==> src/rtl/mem_responder.sv <==
// -----------------------------------------------------------------------------
// mem_responder
//   Single-outstanding load/store responder in front of a small word memory.
//   Each accepted request passes through a programmable number of wait
//   states, performs the access, then holds its response until the
//   controller takes it. There is no pipelining: one request at a time.
//
// Parameters
//   DEPTH_LOG2  : memory holds 2**DEPTH_LOG2 words of 16 bits (4..12)
//   WAIT_CYCLES : wait states inserted per access (0..15)
//
// Ports
//   i_clock       : single clock, rising edge
//   i_reset       : synchronous active-high reset
//   i_req_valid   : controller presents a request
//   o_req_ready   : responder can accept a request (IDLE only)
//   i_req_write   : 1 = store, 0 = load
//   i_req_addr    : word address
//   i_req_wdata   : store data
//   o_rsp_valid   : response presented
//   i_rsp_ready   : controller accepts the response
//   o_rsp_rdata   : load data (0 for stores and errors)
//   o_rsp_err     : address was outside the memory
//   o_busy        : high whenever the FSM is not IDLE
// -----------------------------------------------------------------------------
module mem_responder #(
  parameter int DEPTH_LOG2  = 8,
  parameter int WAIT_CYCLES = 2
) (
  input  logic        i_clock,
  input  logic        i_reset,
  input  logic        i_req_valid,
  output logic        o_req_ready,
  input  logic        i_req_write,
  input  logic [15:0] i_req_addr,
  input  logic [15:0] i_req_wdata,
  output logic        o_rsp_valid,
  input  logic        i_rsp_ready,
  output logic [15:0] o_rsp_rdata,
  output logic        o_rsp_err,
  output logic        o_busy
);

  localparam int DEPTH = 1 << DEPTH_LOG2;
  // Counter start value; unused when WAIT_CYCLES is 0 (ACCESS is entered directly).
  localparam logic [3:0] WAIT_LOAD = (WAIT_CYCLES == 0) ? 4'd0 : 4'(WAIT_CYCLES - 1);

  typedef enum logic [1:0] {
    ST_IDLE   = 2'd0,
    ST_WAIT   = 2'd1,
    ST_ACCESS = 2'd2,
    ST_RESP   = 2'd3
  } state_t;

  state_t      r_state;
  logic [3:0]  r_cnt;
  logic        r_write;
  logic [15:0] r_addr;
  logic [15:0] r_wdata;
  logic        r_req_ready;
  logic        r_rsp_valid;
  logic [15:0] r_rsp_rdata;
  logic        r_rsp_err;
  logic        r_busy;
  logic [15:0] r_mem [DEPTH];

  logic                  w_accept;
  logic                  w_in_range;
  logic [DEPTH_LOG2-1:0] w_index;

  assign w_accept   = i_req_valid & r_req_ready;
  // In range when no address bit at or above DEPTH_LOG2 is set.
  assign w_in_range = ((r_addr >> DEPTH_LOG2) == 16'd0);
  assign w_index    = r_addr[DEPTH_LOG2-1:0];

  assign o_req_ready = r_req_ready;
  assign o_rsp_valid = r_rsp_valid;
  assign o_rsp_rdata = r_rsp_rdata;
  assign o_rsp_err   = r_rsp_err;
  assign o_busy      = r_busy;

  // Request latch: captured only on acceptance, so inputs are ignored while busy.
  always_ff @(posedge i_clock) begin
    if (i_reset) begin
      r_write <= 1'b0;
      r_addr  <= 16'd0;
      r_wdata <= 16'd0;
    end else if (w_accept) begin
      r_write <= i_req_write;
      r_addr  <= i_req_addr;
      r_wdata <= i_req_wdata;
    end else begin
      r_write <= r_write;
      r_addr  <= r_addr;
      r_wdata <= r_wdata;
    end
  end

  // Control FSM with registered handshake, response and busy outputs.
  always_ff @(posedge i_clock) begin
    if (i_reset) begin
      r_state     <= ST_IDLE;
      r_cnt       <= 4'd0;
      r_req_ready <= 1'b1;
      r_rsp_valid <= 1'b0;
      r_rsp_rdata <= 16'd0;
      r_rsp_err   <= 1'b0;
      r_busy      <= 1'b0;
    end else begin
      case (r_state)
        ST_IDLE: begin
          if (w_accept) begin
            r_req_ready <= 1'b0;
            r_busy      <= 1'b1;
            if (WAIT_CYCLES == 0) begin
              r_state <= ST_ACCESS;
            end else begin
              r_state <= ST_WAIT;
              r_cnt   <= WAIT_LOAD;
            end
          end
        end
        ST_WAIT: begin
          // The cycle that sees a zero count is the last wait state.
          if (r_cnt == 4'd0) begin
            r_state <= ST_ACCESS;
          end else begin
            r_cnt <= r_cnt - 4'd1;
          end
        end
        ST_ACCESS: begin
          r_state     <= ST_RESP;
          r_rsp_valid <= 1'b1;
          r_rsp_err   <= ~w_in_range;
          r_rsp_rdata <= (!r_write && w_in_range) ? r_mem[w_index] : 16'd0;
        end
        ST_RESP: begin
          if (i_rsp_ready) begin
            r_state     <= ST_IDLE;
            r_rsp_valid <= 1'b0;
            r_rsp_rdata <= 16'd0;
            r_rsp_err   <= 1'b0;
            r_req_ready <= 1'b1;
            r_busy      <= 1'b0;
          end
        end
        default: begin
          r_state     <= ST_IDLE;
          r_cnt       <= 4'd0;
          r_req_ready <= 1'b1;
          r_rsp_valid <= 1'b0;
          r_rsp_rdata <= 16'd0;
          r_rsp_err   <= 1'b0;
          r_busy      <= 1'b0;
        end
      endcase
    end
  end

  // Memory write port: no reset so contents survive it, and a reset edge
  // during ACCESS abandons the store.
  always_ff @(posedge i_clock) begin
    if (!i_reset && (r_state == ST_ACCESS) && r_write && w_in_range) begin
      r_mem[w_index] <= r_wdata;
    end
  end

endmodule

==> config.mk <==
export PLATFORM = sky130hd
export DESIGN_NAME = mem_responder
export DESIGN_NICKNAME = d
export VERILOG_FILES = /design/src/rtl/mem_responder.sv
export SDC_FILE = /design/constraint.sdc
export NUM_CORES = 2
export LEC_CHECK = 0
export ABC_AREA = 1
export CORE_ASPECT_RATIO = 1.2
export CORE_MARGIN = 2
export CORE_UTILIZATION = 30
export CTS_CLUSTER_SIZE = 25
export DETAILED_ROUTE_END_ITERATION = 8
export DONT_BUFFER_PORTS = 1
export GPL_ROUTABILITY_DRIVEN = 0
export SYNTH_ARGS = -nofsm -noshare
export SYNTH_HDL_FRONTEND = slang
export SYNTH_SLANG_ARGS = --single-unit
==> constraint.sdc <==
create_clock -name i_clock -period 5.5 [get_ports i_clock]
set_input_delay 1.375 -clock i_clock [delete_from_list [all_inputs] [get_ports i_clock]]
set_output_delay 1.375 -clock i_clock [all_outputs]
set_load 0.005 [all_outputs]
==> impl_metrics.tcl <==
set metrics [dict create \
    cts_buffers 407 \
    grt_max_degree 189 \
    critPathMaxFanout 76 \
    wirelength_um 500000 \
    crit_top_cell "nand3_1" \
    p_leak_nw 64.2 \
    clkTransAtPathRegs_ps 60 \
    min_period_ps 3940 \
    fill_cells 54281 \
    cp.required_ps 6400 \
    synth_area_leaders "edfxtp_1 74%, nand3_1 12%, nand2_1 9.3%" \
    start_util_pct 30.1 \
    nNetsFinal 13660 \
    p_sw_mw 25.2 \
    max_slew_margin_pct 10.2 \
    highest_layer "met5" \
    yosys_most_used_dff "edfxtp_1" \
    slew_violations 0 \
    arrival_ps 4840 \
    avgSynthCellArea_um2 12.1 \
    ios 57 \
    setup.worst_path.class "flop to flop" \
    first_global_vias 101500 \
    async_flop_share_pct 0 \
    ys_seq_elements 4163 \
    fp-row-count 300 \
    tightest_slew_ps 1350 \
    clockBufferDepth 4 \
    cts-resized-gates 0 \
    initialDrtViolationCount 13775 \
    ys_warn_count 0 \
    grt.total_usage_pct 17.0 \
    dr_wl_met3_um 42600 \
    fmax_ghz 0.254 \
    crit_slowest_cell "inv_8" \
    antenna_found_initial 25 \
    grt-ovfl-total 0 \
    ant_nets 0 \
    cts_tree "built" \
    drive_gt1_share_pct 7.97 \
    grt_pass1_wl_um 715000 \
    htree_levels 5 \
    combPwrFrac_pct 19.9 \
    synth.most_common_cell "nand2_1" \
    skew_ps 115 \
    wire_per_inst_um 23.4 \
    core_um2 556000 \
    synth_area_leader_cell "edfxtp_1" \
    synth_edf_count 4096 \
    hold_slack_ps 434 \
    worstHoldStart "i_reset" \
    swShare_pct 31.2 \
    synth_common_cells "4141 x nand2_1, 4096 x edfxtp_1, 4082 x nand3_1, 365 x clkbuf_1, 358 x buf_2" \
    ys_types 29 \
    drt-pass1-iter-count 6 \
    ir_drop_mv 0.308 \
    port_buffers 0 \
    rsz0062_at_grt "false" \
    hold_viol 0 \
    hpwl_um 283000 \
    power.density_nw_per_um2 427 \
    postLayoutCoreUtil_pct 34.0 \
    vias_per_cell 5.07 \
    dp_cells 20607 \
    met1_length_um 198000 \
    drc 0 \
    netlist.area_leader.share_pct 73.6 \
    hold_path_class "input pin to flop" \
    synthCells 13799 \
    num_vias 108258 \
    start_kind "flop" \
    max_stage_delay_ps 600 \
    outcome "finished clean" \
    root_buffer "clkbuf_16" \
    crit_chain "inv_8, buf_12, buf_12, buf_4, nand2_1, nand3_1, nand3_1, nand3_1, nand3_1, nand3_1, nand3_1, nand3_1, nand3_1, a21oi_1" \
    yosysSeqAreaShare_pct 74.4 \
    wl_met2_um 232000 \
    power_frac_seq_pct 46.0 \
    synth_area_um2 167000 \
    end_kind "flop" \
    drv_cap 0 \
    setup_violations 0 \
    tns_ps 0 \
    die_area_um2 563000 \
    worstSkewPairLatency_ps 1050 \
    p_int_mw 55.5 \
    post-cts-setup-buffer-count 0 \
    die_w_um 686 \
    die_h_um 822 \
    period_share_pct 71.7 \
    syn_nets 13842 \
    cts_sinks 4163 \
    cts_hold_buf 0 \
    area_delta_synth_final_pct 13.0 \
    fin_cells 21370 \
    clkPwrFrac_pct 34.1 \
]
## logic make-up after synthesis
family                   after synthesis  synth area share (%)
buffers and inverters                988                  2.69
adder cells (fa/ha/maj)                6                0.0449
AO/OA/AOI/OAI                         73                 0.224
AND/OR/NAND/NOR                     8569                  22.7
flip-flops                          4163                  74.4
## per-layer routing
metal  vias to the layer above  track usage [%]
li1                      48991                -
met1                     53295             22.5
met2                      5042             27.2
met3                       920             2.76
met4                        10             8.26
met5                         -                0
## final cells by class
cell class	count	area [µm²]	area share, %
Clock inverter	239	2230	1.18
Clock buffer	509	10700	5.67
Inverter	37	174	0.0920
Sequential cell	4163	124000	65.8
Multi-Input combinational cell	8648	38500	20.3
Tap cell	7399	9260	4.90
Antenna cell	15	37.5	0.0199
Timing Repair Buffer	360	3700	1.96
## placed cells by master, fill, tap and decap left out, types with 2 or more instances in the layout
cell,count
nand2_1,4124
edfxtp_1,4096
nand3_1,4082
clkbuf_16,411
buf_4,280
nor2_1,195
nor2_2,124
clkinv_1,102
clkbuf_1,91
buf_12,80
clkinv_2,70
dfxtp_1,45
o21ai_0,37
bufinv_16,34
a21oi_1,31
inv_1,27
dfxtp_4,22
nand2_2,17
nand4_4,17
diode_2,15
clkinv_8,11
inv_6,10
clkinvlp_4,10
clkbuf_8,7
ha_1,6
inv_8,4
a211oi_1,3
clkinv_16,3
inv_16,3
nor2_8,2
nor3_1,2
## power by group through the flow
stage / Combinational [mW] / Clock, mW / Sequential (mW)
finish: 16.0 / 27.6 / 37.1
global route: 17.0 / 29.0 / 37.1
CTS: 15.9 / 27.8 / 37.1
detailed placement: 15.8 / 0 / 37.8
global placement: 15.8 / 0 / 37.8
floorplan: 8.25 / 0 / 38.6
## worst paths after layout
kind                endpoint  slack [ps]  depth (start not counted)
max          o_rsp_rdata[13]        1560                         14
min           o_rsp_rdata[4]         430                          1
min reg2reg       r_addr[10]         490                          2
max reg2reg  o_rsp_rdata[13]        1560                         14
## stage by stage
| step | cell area [µm²] | power, mW | setup slack [ps] |
|---|---|---|---|
| finish | 189000 | 80.7 | 1560 |
| global placement | 176000 | 53.5 | 1210 |
| global route | 189000 | 83.2 | 1440 |
| detailed placement | 176000 | 53.6 | 1180 |
| CTS | 189000 | 80.8 | 1530 |
| floorplan | 167000 | 46.8 | 1250 |
## critical path: cells and delay by family (launching register included)
family,cells,cell delay [ps]
compound gates,1,140
buf+inv,4,1520
flops,1,560
simple gates,9,1430
## flip-flops by register name, summed over array words and instances (netlist names), named ones only
name,count
o_busy,1
o_req_ready,1
o_rsp_err,1
o_rsp_rdata,16
o_rsp_valid,1
r_addr,16
r_cnt,4
r_mem,4096
r_state,2
r_wdata,16
r_write,1
Note: power is estimated with default switching activity, not from simulation.
